===== config.mk =====
export PLATFORM = sky130hd
export DESIGN_NAME = ui_debounce
export DESIGN_NICKNAME = d
export VERILOG_FILES = /design/src/rtl/ui_cond_pkg.sv /design/src/rtl/debounce_bit.sv /design/src/rtl/ui_debounce.sv
export SDC_FILE = /design/constraint.sdc
export NUM_CORES = 1
export LEC_CHECK = 0
export ABC_AREA = 1
export CAP_MARGIN = 30
export CELL_PAD_IN_SITES_DETAIL_PLACEMENT = 0
export CELL_PAD_IN_SITES_GLOBAL_PLACEMENT = 1
export CORE_MARGIN = 2
export CORE_UTILIZATION = 44
export CTS_BUF_LIST = sky130_fd_sc_hd__clkbuf_4
export CTS_CLUSTER_DIAMETER = 80
export CTS_CLUSTER_SIZE = 12
export DETAILED_ROUTE_END_ITERATION = 16
export PLACE_DENSITY = 0.83
export SYNTH_ARGS = -nofsm -noshare
export SYNTH_HDL_FRONTEND = slang
export SYNTH_SLANG_ARGS = --single-unit

===== constraint.sdc =====
create_clock -name clk -period 1.5 [get_ports clk]
set_input_delay 0.225 -clock clk [delete_from_list [all_inputs] [get_ports clk]]
set_output_delay 0.225 -clock clk [all_outputs]
set_load 0.02 [all_outputs]

===== src/rtl/ui_cond_pkg.sv =====
// Shared constants for the ui_in conditioning path: debounce depth and the
// controller field layout carried on the debounced bus.
package ui_cond_pkg;

    localparam int unsigned DB_CYCLES_DEFAULT = 4;

    localparam int unsigned FIELD_W = 2;
    localparam int unsigned G1_LSB  = 0;
    localparam int unsigned G2_LSB  = 2;
    localparam int unsigned A_LSB   = 4;
    localparam int unsigned P_LSB   = 6;

    typedef enum logic [1:0] {
        FLD_G1 = 2'd0,
        FLD_G2 = 2'd1,
        FLD_A  = 2'd2,
        FLD_P  = 2'd3
    } ui_field_e;

    function automatic int unsigned field_lsb(input ui_field_e f);
        return int'(f) * FIELD_W;
    endfunction

endpackage


===== src/rtl/debounce_bit.sv =====
// One input bit: two-flop synchronizer, stability counter, debounced level
// and single-cycle rise/fall pulses.
module debounce_bit
    import ui_cond_pkg::*;
#(
    parameter int unsigned DB_CYCLES = DB_CYCLES_DEFAULT
) (
    input  logic clk,
    input  logic rst_n,
    input  logic ena,
    input  logic d,
    output logic q,
    output logic rise,
    output logic fall,
    output logic pulse_d
);

    localparam int unsigned     CNT_W   = $clog2(DB_CYCLES + 1);
    localparam logic [CNT_W-1:0] CNT_MAX = CNT_W'(DB_CYCLES - 1);

    generate
        if (DB_CYCLES < 1) begin : g_bad_cfg
            $error("debounce_bit: DB_CYCLES must be at least 1");
        end
    endgenerate

    logic             s1_q, s2_q;
    logic [CNT_W-1:0] cnt_q, cnt_d;
    logic             q_q, q_d;
    logic             rise_q, rise_d;
    logic             fall_q, fall_d;

    always_comb begin
        cnt_d  = cnt_q;
        q_d    = q_q;
        rise_d = 1'b0;
        fall_d = 1'b0;
        if (ena) begin
            // A sample matching the current level discards any partial progress.
            if (s2_q == q_q) begin
                cnt_d = '0;
            end else if (cnt_q == CNT_MAX) begin
                q_d    = s2_q;
                cnt_d  = '0;
                rise_d = s2_q;
                fall_d = ~s2_q;
            end else begin
                cnt_d = cnt_q + CNT_W'(1);
            end
        end
    end

    always_ff @(posedge clk or negedge rst_n) begin
        if (!rst_n) begin
            s1_q   <= 1'b0;
            s2_q   <= 1'b0;
            cnt_q  <= '0;
            q_q    <= 1'b0;
            rise_q <= 1'b0;
            fall_q <= 1'b0;
        end else begin
            s1_q   <= d;
            s2_q   <= s1_q;
            cnt_q  <= cnt_d;
            q_q    <= q_d;
            rise_q <= rise_d;
            fall_q <= fall_d;
        end
    end

    assign q       = q_q;
    assign rise    = rise_q;
    assign fall    = fall_q;
    // Next-state event lets the parent register its summary in step with the pulses.
    assign pulse_d = rise_d | fall_d;

endmodule


===== src/rtl/ui_debounce.sv =====
// Debounces WIDTH independent raw inputs and registers an any-edge flag
// coincident with the per-bit rise/fall pulses.
module ui_debounce
    import ui_cond_pkg::*;
#(
    parameter int unsigned WIDTH     = 8,
    parameter int unsigned DB_CYCLES = DB_CYCLES_DEFAULT
) (
    input  logic             clk,
    input  logic             rst_n,
    input  logic             ena,
    input  logic [WIDTH-1:0] din,
    output logic [WIDTH-1:0] dout,
    output logic [WIDTH-1:0] rise,
    output logic [WIDTH-1:0] fall,
    output logic             changed
);

    logic [WIDTH-1:0] pulse_d;
    logic             changed_q;

    genvar gi;
    generate
        for (gi = 0; gi < WIDTH; gi++) begin : g_bit
            debounce_bit #(
                .DB_CYCLES(DB_CYCLES)
            ) u_bit (
                .clk    (clk),
                .rst_n  (rst_n),
                .ena    (ena),
                .d      (din[gi]),
                .q      (dout[gi]),
                .rise   (rise[gi]),
                .fall   (fall[gi]),
                .pulse_d(pulse_d[gi])
            );
        end
    endgenerate

    always_ff @(posedge clk or negedge rst_n) begin
        if (!rst_n) begin
            changed_q <= 1'b0;
        end else begin
            changed_q <= |pulse_d;
        end
    end

    assign changed = changed_q;

endmodule


After elaboration in Yosys (flattened, before gate mapping)

Index checks and enable logic that the tools add are counted.

Output and inout bits: 25
Bits in latches: 0
Register bits after elaboration: 65
RAM bits: 0
Bits in read-only memories: 0
Logic and storage cells: 170
Memories: 0

Add/subtract/negate cells: 8
$mul: 0
Equality and inequality tests: 16
Reduce and logical (&&, ||, !) cells: 9
Multiplexer cells: 64
$lt $le $gt $ge: 0
Div/mod/pow operators: 0
Shifts and indexed selects: 0
Bitwise operators: 24

Operators by type and width:

| operator                                            | number |
|---|---|
| 2-to-1 mux 1 bit                                    | 48 |
| 2-to-1 mux 3 bit                                    | 16 |
| adder 3 x 1 -> 3 bit, second input constant         | 8 |
| equality test 3 x 2 -> 1 bit, second input constant | 8 |
| AND reduction 3 bit                                 | 8 |
| inverter 1 bit                                      | 16 |
| equality test 1 bit                                 | 8 |
| bitwise OR 1 bit                                    | 8 |
| OR reduction 8 bit                                  | 1 |

Logic depth before layout (Yosys ltp)

Depth in word-level cells: 6
Depth in mapped cells: 7

Hierarchy

Synthesis repeated with hierarchy kept, for this count alone.

Cells, all modules: 280
Area total of the unflattened synthesis: 2673.8 um^2

Modules (own cells, without submodules):

| module       | instances | seq. area each (um^2) | area an instance (um^2) | cells each |
|---|---|---|---|---|
| debounce_bit | 8         | 200.2                 | 324.1                   | 33 |
| ui_debounce  | 1         | 25.0                  | 81.3                    | 16 |

Worst setup path after synthesis

Ideal clock, no wire load.

Path type: reg-to-reg
Start point: register g_bit[2].u_bit.cnt_q[0]
End point: register changed_q (netlist: changed)
Slack: 0.407 ns
Data required time: 1.381 ns
Stages on the path, launching flop included: 7
Setup time: 0.119 ns
Arrival: 0.974 ns
Period minus slack after synthesis: 1.093 ns
Cell sequence: dfrtp_1 ha_1 nand2_1 nand3b_1 nand2_1 nor2_1 nand2_1

Cells in the longest elaborated chain, start to end: 6
Elaborated cells on any way between the ends: 9
Classes of those cells: eq/ne (1); mux (6); bitwise (1); reduce/logical (1)

Ends and longest elaborated chain:

| what                             | line               | RTL |
|---|---|---|
| start, declared                  | debounce_bit.sv:28 | `logic [CNT_W-1:0] cnt_q, cnt_d;` |
| start signal, assigned           | debounce_bit.sv:64 | `cnt_q <= cnt_d;` |
| equality test 3 x 2 -> 1 bit (*) | debounce_bit.sv:42 | `end else if (cnt_q == CNT_MAX) begin` |
| 2-to-1 mux 1 bit                 | debounce_bit.sv:42 |  |
| 2-to-1 mux 1 bit                 | debounce_bit.sv:40 | `if (s2_q == q_q) begin` |
| 2-to-1 mux 1 bit                 | debounce_bit.sv:38 | `if (ena) begin` |
| bitwise OR 1 bit (*)             | debounce_bit.sv:75 | `assign pulse_d = rise_d \| fall_d;` |
| OR reduction 8 bit (*)           | ui_debounce.sv:44  | `changed_q <= \|pulse_d;` |
| end signal, assigned             | ui_debounce.sv:44  |  |
| end, declared                    | ui_debounce.sv:20  | `logic changed_q;` |

Every way passes the cells marked *; elsewhere a longest branch is shown, timed or not.
A chain may end at the register's enable or synchronous reset.

Final worst setup path

Start point: register g_bit[6].u_bit.q_q
End point: output port dout[6]

RTL lines:

| what                   | line               | RTL |
|---|---|---|
| start, declared        | debounce_bit.sv:29 | `logic q_q, q_d;` |
| start signal, assigned | debounce_bit.sv:65 | `q_q <= q_d;` |
| end, declared          | ui_debounce.sv:13  | `output logic [WIDTH-1:0] dout,` |

No word-level cell between the ends.

==> results_dict.tcl <==
set metrics [dict create \
    ys_ff_latch 65 \
    netlist_top_cells_area "dfrtp_1, nand2_1, buf_4" \
    clk_path_buf_depth 2 \
    hold_viol 0 \
    nNetsFinal 313 \
    clock-sinks 65 \
    switching_power_w 0.001525 \
    place_congestion 0.7369 \
    ant_nets 0 \
    viasPerCell 4.618 \
    grt_pass1_vias 1598 \
    path_class "flop to output port" \
    die-area_um2 6967 \
    n_antenna_cell 0 \
    die_w_um 83.47 \
    max_stage_delay_ps 410 \
    grt_usage 0.1285 \
    peakVddDrop_mv 0.7238 \
    clkPwrFrac 0.239 \
    drt-initial-drc-count 100 \
    dpl.hpwl_mm 2.642 \
    cp.required_ps 1270 \
    vias 1727 \
    drc 0 \
    start_util 0.4612 \
    status "completed" \
    final.min_clock_period_ps 1359 \
    path_max_fanout 3 \
    coreArea_um2 6026 \
    tightest_slew_ps 333.1 \
    yosysTopAreaCellShare 0.5853 \
    swShare 0.3287 \
    die_h_um 83.47 \
    power_leakage_nw 1.694 \
    numPortBuffers 35 \
    pin_count 36 \
    wl_per_cell_um 10.68 \
    finalClockSkew_ps 9.613 \
    htree_levels 3 \
    finalCritPeriodShare 0.9061 \
    fillers 574 \
    pwr-share-seq 0.483 \
    finalSetupViolations 0 \
    slowest_stage "dfrtp_1" \
    syn_area_per_cell_um2 10.14 \
    drive_above_1_share 0.1070 \
    synth_cell_type_count 23 \
    clk_latency_ps 400 \
    cts_inserted_buffers 9 \
    slew_headroom 0.7779 \
    p_per_area_nw_per_um2 1487 \
    synthCells 274 \
    post-cts-setup-buffers 0 \
    drv_cap 0 \
    crit_path_end_kind "output port" \
    syn_area_um2 2779 \
    synth_top_cell_by_area "dfrtp_1" \
    max_freq_ghz 0.7357 \
    synth_nets 293 \
    grt_overflow 0 \
    setup-tns-final_ps 0 \
    cp_top_family "flip-flops" \
    worst_ep_arrival_time_ps 1130 \
    dp_cells 357 \
    startpoint_type "flop" \
    first_pass_iters 4 \
    antenna_found_initial 0 \
    drv_slew 0 \
    grt_max_degree 66 \
    min_path_type "input pin to flop" \
    cp_num_buf_inv 1 \
    rsz0062_at_grt "false" \
    p_int_w 0.003114 \
    yosysWarnings 0 \
    syn_to_final_growth_pct 12.29 \
    clockRootBuffer "clkbuf_4" \
    synth-seq-area-share 0.5853 \
    stdcell_count 374 \
    drt_wl_total_mm 3.994 \
    path_cells "dlygate4sd2_1" \
    combinationalPowerShare 0.278 \
    cts_tree "built" \
    path_clk_slew_ps 100 \
    grt_first_pass_wirelength_mm 7.038 \
    rows 28 \
]
## cell usage after synthesis (all sizes together)
cell type / instances
ha: 8
o22ai: 12
nand3b: 3
nand3: 8
nand4: 1
dfrtp: 65
o21ai: 6
inv: 46
nor2: 23
a21oi: 11
nand2: 57
buf: 29
a21boi: 5
## flip-flops by register name (all words and copies together), names as in the netlist
signal / flops
changed: 1
g_bit.u_bit.cnt_q: 24
g_bit.u_bit.fall: 8
g_bit.u_bit.q: 8
g_bit.u_bit.rise: 8
g_bit.u_bit.s1_q: 8
g_bit.u_bit.s2_q: 8
## per-stage QoR
| stage | power [W] | worst slack (ps) | util | hold WS [ps] | instance area, um^2 |
|---|---|---|---|---|---|
| after floorplan | 0.003357 | 406.9 | - | -70.59 | 2779 |
| after global placement | 0.003626 | 193.8 | 0.5000 | 266.1 | 3013 |
| after detailed placement | 0.003671 | 195.1 | 0.5000 | 268.6 | 3013 |
| after CTS | 0.004718 | 108.1 | 0.5179 | 226.7 | 3120 |
| after global routing | 0.005019 | 64.39 | 0.5179 | 221.4 | 3120 |
| final | 0.004639 | 140.8 | 0.5179 | 253.0 | 3120 |
## repair_timing
| item | 4_1_cts | 5_1_grt |
|---|---|---|
| hold buffers | 1 | 0 |
| gates resized for setup | 25 | 0 |
| hold endpoints to repair | 65 | 0 |
| endpoints found under the setup margin | 25 | 0 |
## area by class of cell
type | count | area [um^2] | area share
Sequential cell | 65 | 1627 | 0.5213
Inverter | 46 | 172.7 | 0.05533
Multi-Input combinational cell | 134 | 739.5 | 0.2370
Clock inverter | 5 | 46.29 | 0.01484
Tap cell | 75 | 93.84 | 0.03007
Clock buffer | 11 | 82.58 | 0.02646
Timing Repair Buffer | 38 | 359.1 | 0.1151
## cell families (layout without fill, tap and decap cells)
group,count (synthesis),in the layout,synth area share
fa+ha+maj,8,8,0.03602
buf+inv,75,100,0.1486
simple gates,92,92,0.1499
compound gates,34,34,0.08015
flops,65,65,0.5853
## worst paths after layout
| check | start | to | slack (ps) | depth (start not counted) |
|---|---|---|---|---|
| setup / recovery | g_bit[6].u_bit.q | dout[6] | 140 | 1 |
| hold / removal | din[7] | g_bit[7].u_bit.s1_q | 250 | 1 |
| setup reg to reg | g_bit[2].u_bit.cnt_q[0] | changed | 210 | 6 |
| hold reg to reg | g_bit[0].u_bit.s1_q | g_bit[0].u_bit.s2_q | 360 | 0 |
| max in group asynchronous | rst_n | g_bit[4].u_bit.rise | 870 | 3 |
| min in group asynchronous | rst_n | g_bit[3].u_bit.s1_q | 360 | 3 |
## power groups by stage
stage | Clock [W] | Combinational, W | Sequential [W]
floorplan | 0 | 0.00110 | 0.00226
global placement | 0 | 0.00135 | 0.00228
detailed placement | 0 | 0.00138 | 0.00229
CTS | 0.00115 | 0.00132 | 0.00225
global route | 0.00123 | 0.00149 | 0.00229
finish | 0.00111 | 0.00129 | 0.00224
## metal layers
metal / part of all wire / track usage
met5: 0 / 0
met4: 0.016 / 0.07038
met3: 0.043 / 0.04847
met2: 0.48 / 0.1957
met1: 0.46 / 0.1583
## cell usage in the layout (no fill, tap or decap), drive strengths merged
cell type,count
o21ai,6
nand2,57
nand3,8
clkinv,4
ha,8
dlygate4sd3,1
inv,46
nand3b,3
nor2,23
o22ai,12
bufinv,1
a21boi,5
clkbuf,11
dfrtp,65
a21oi,11
clkdlybuf4s50,8
buf,4
dlygate4sd2,25
nand4,1
No activity file was read; power rests on OpenSTA's default activity.
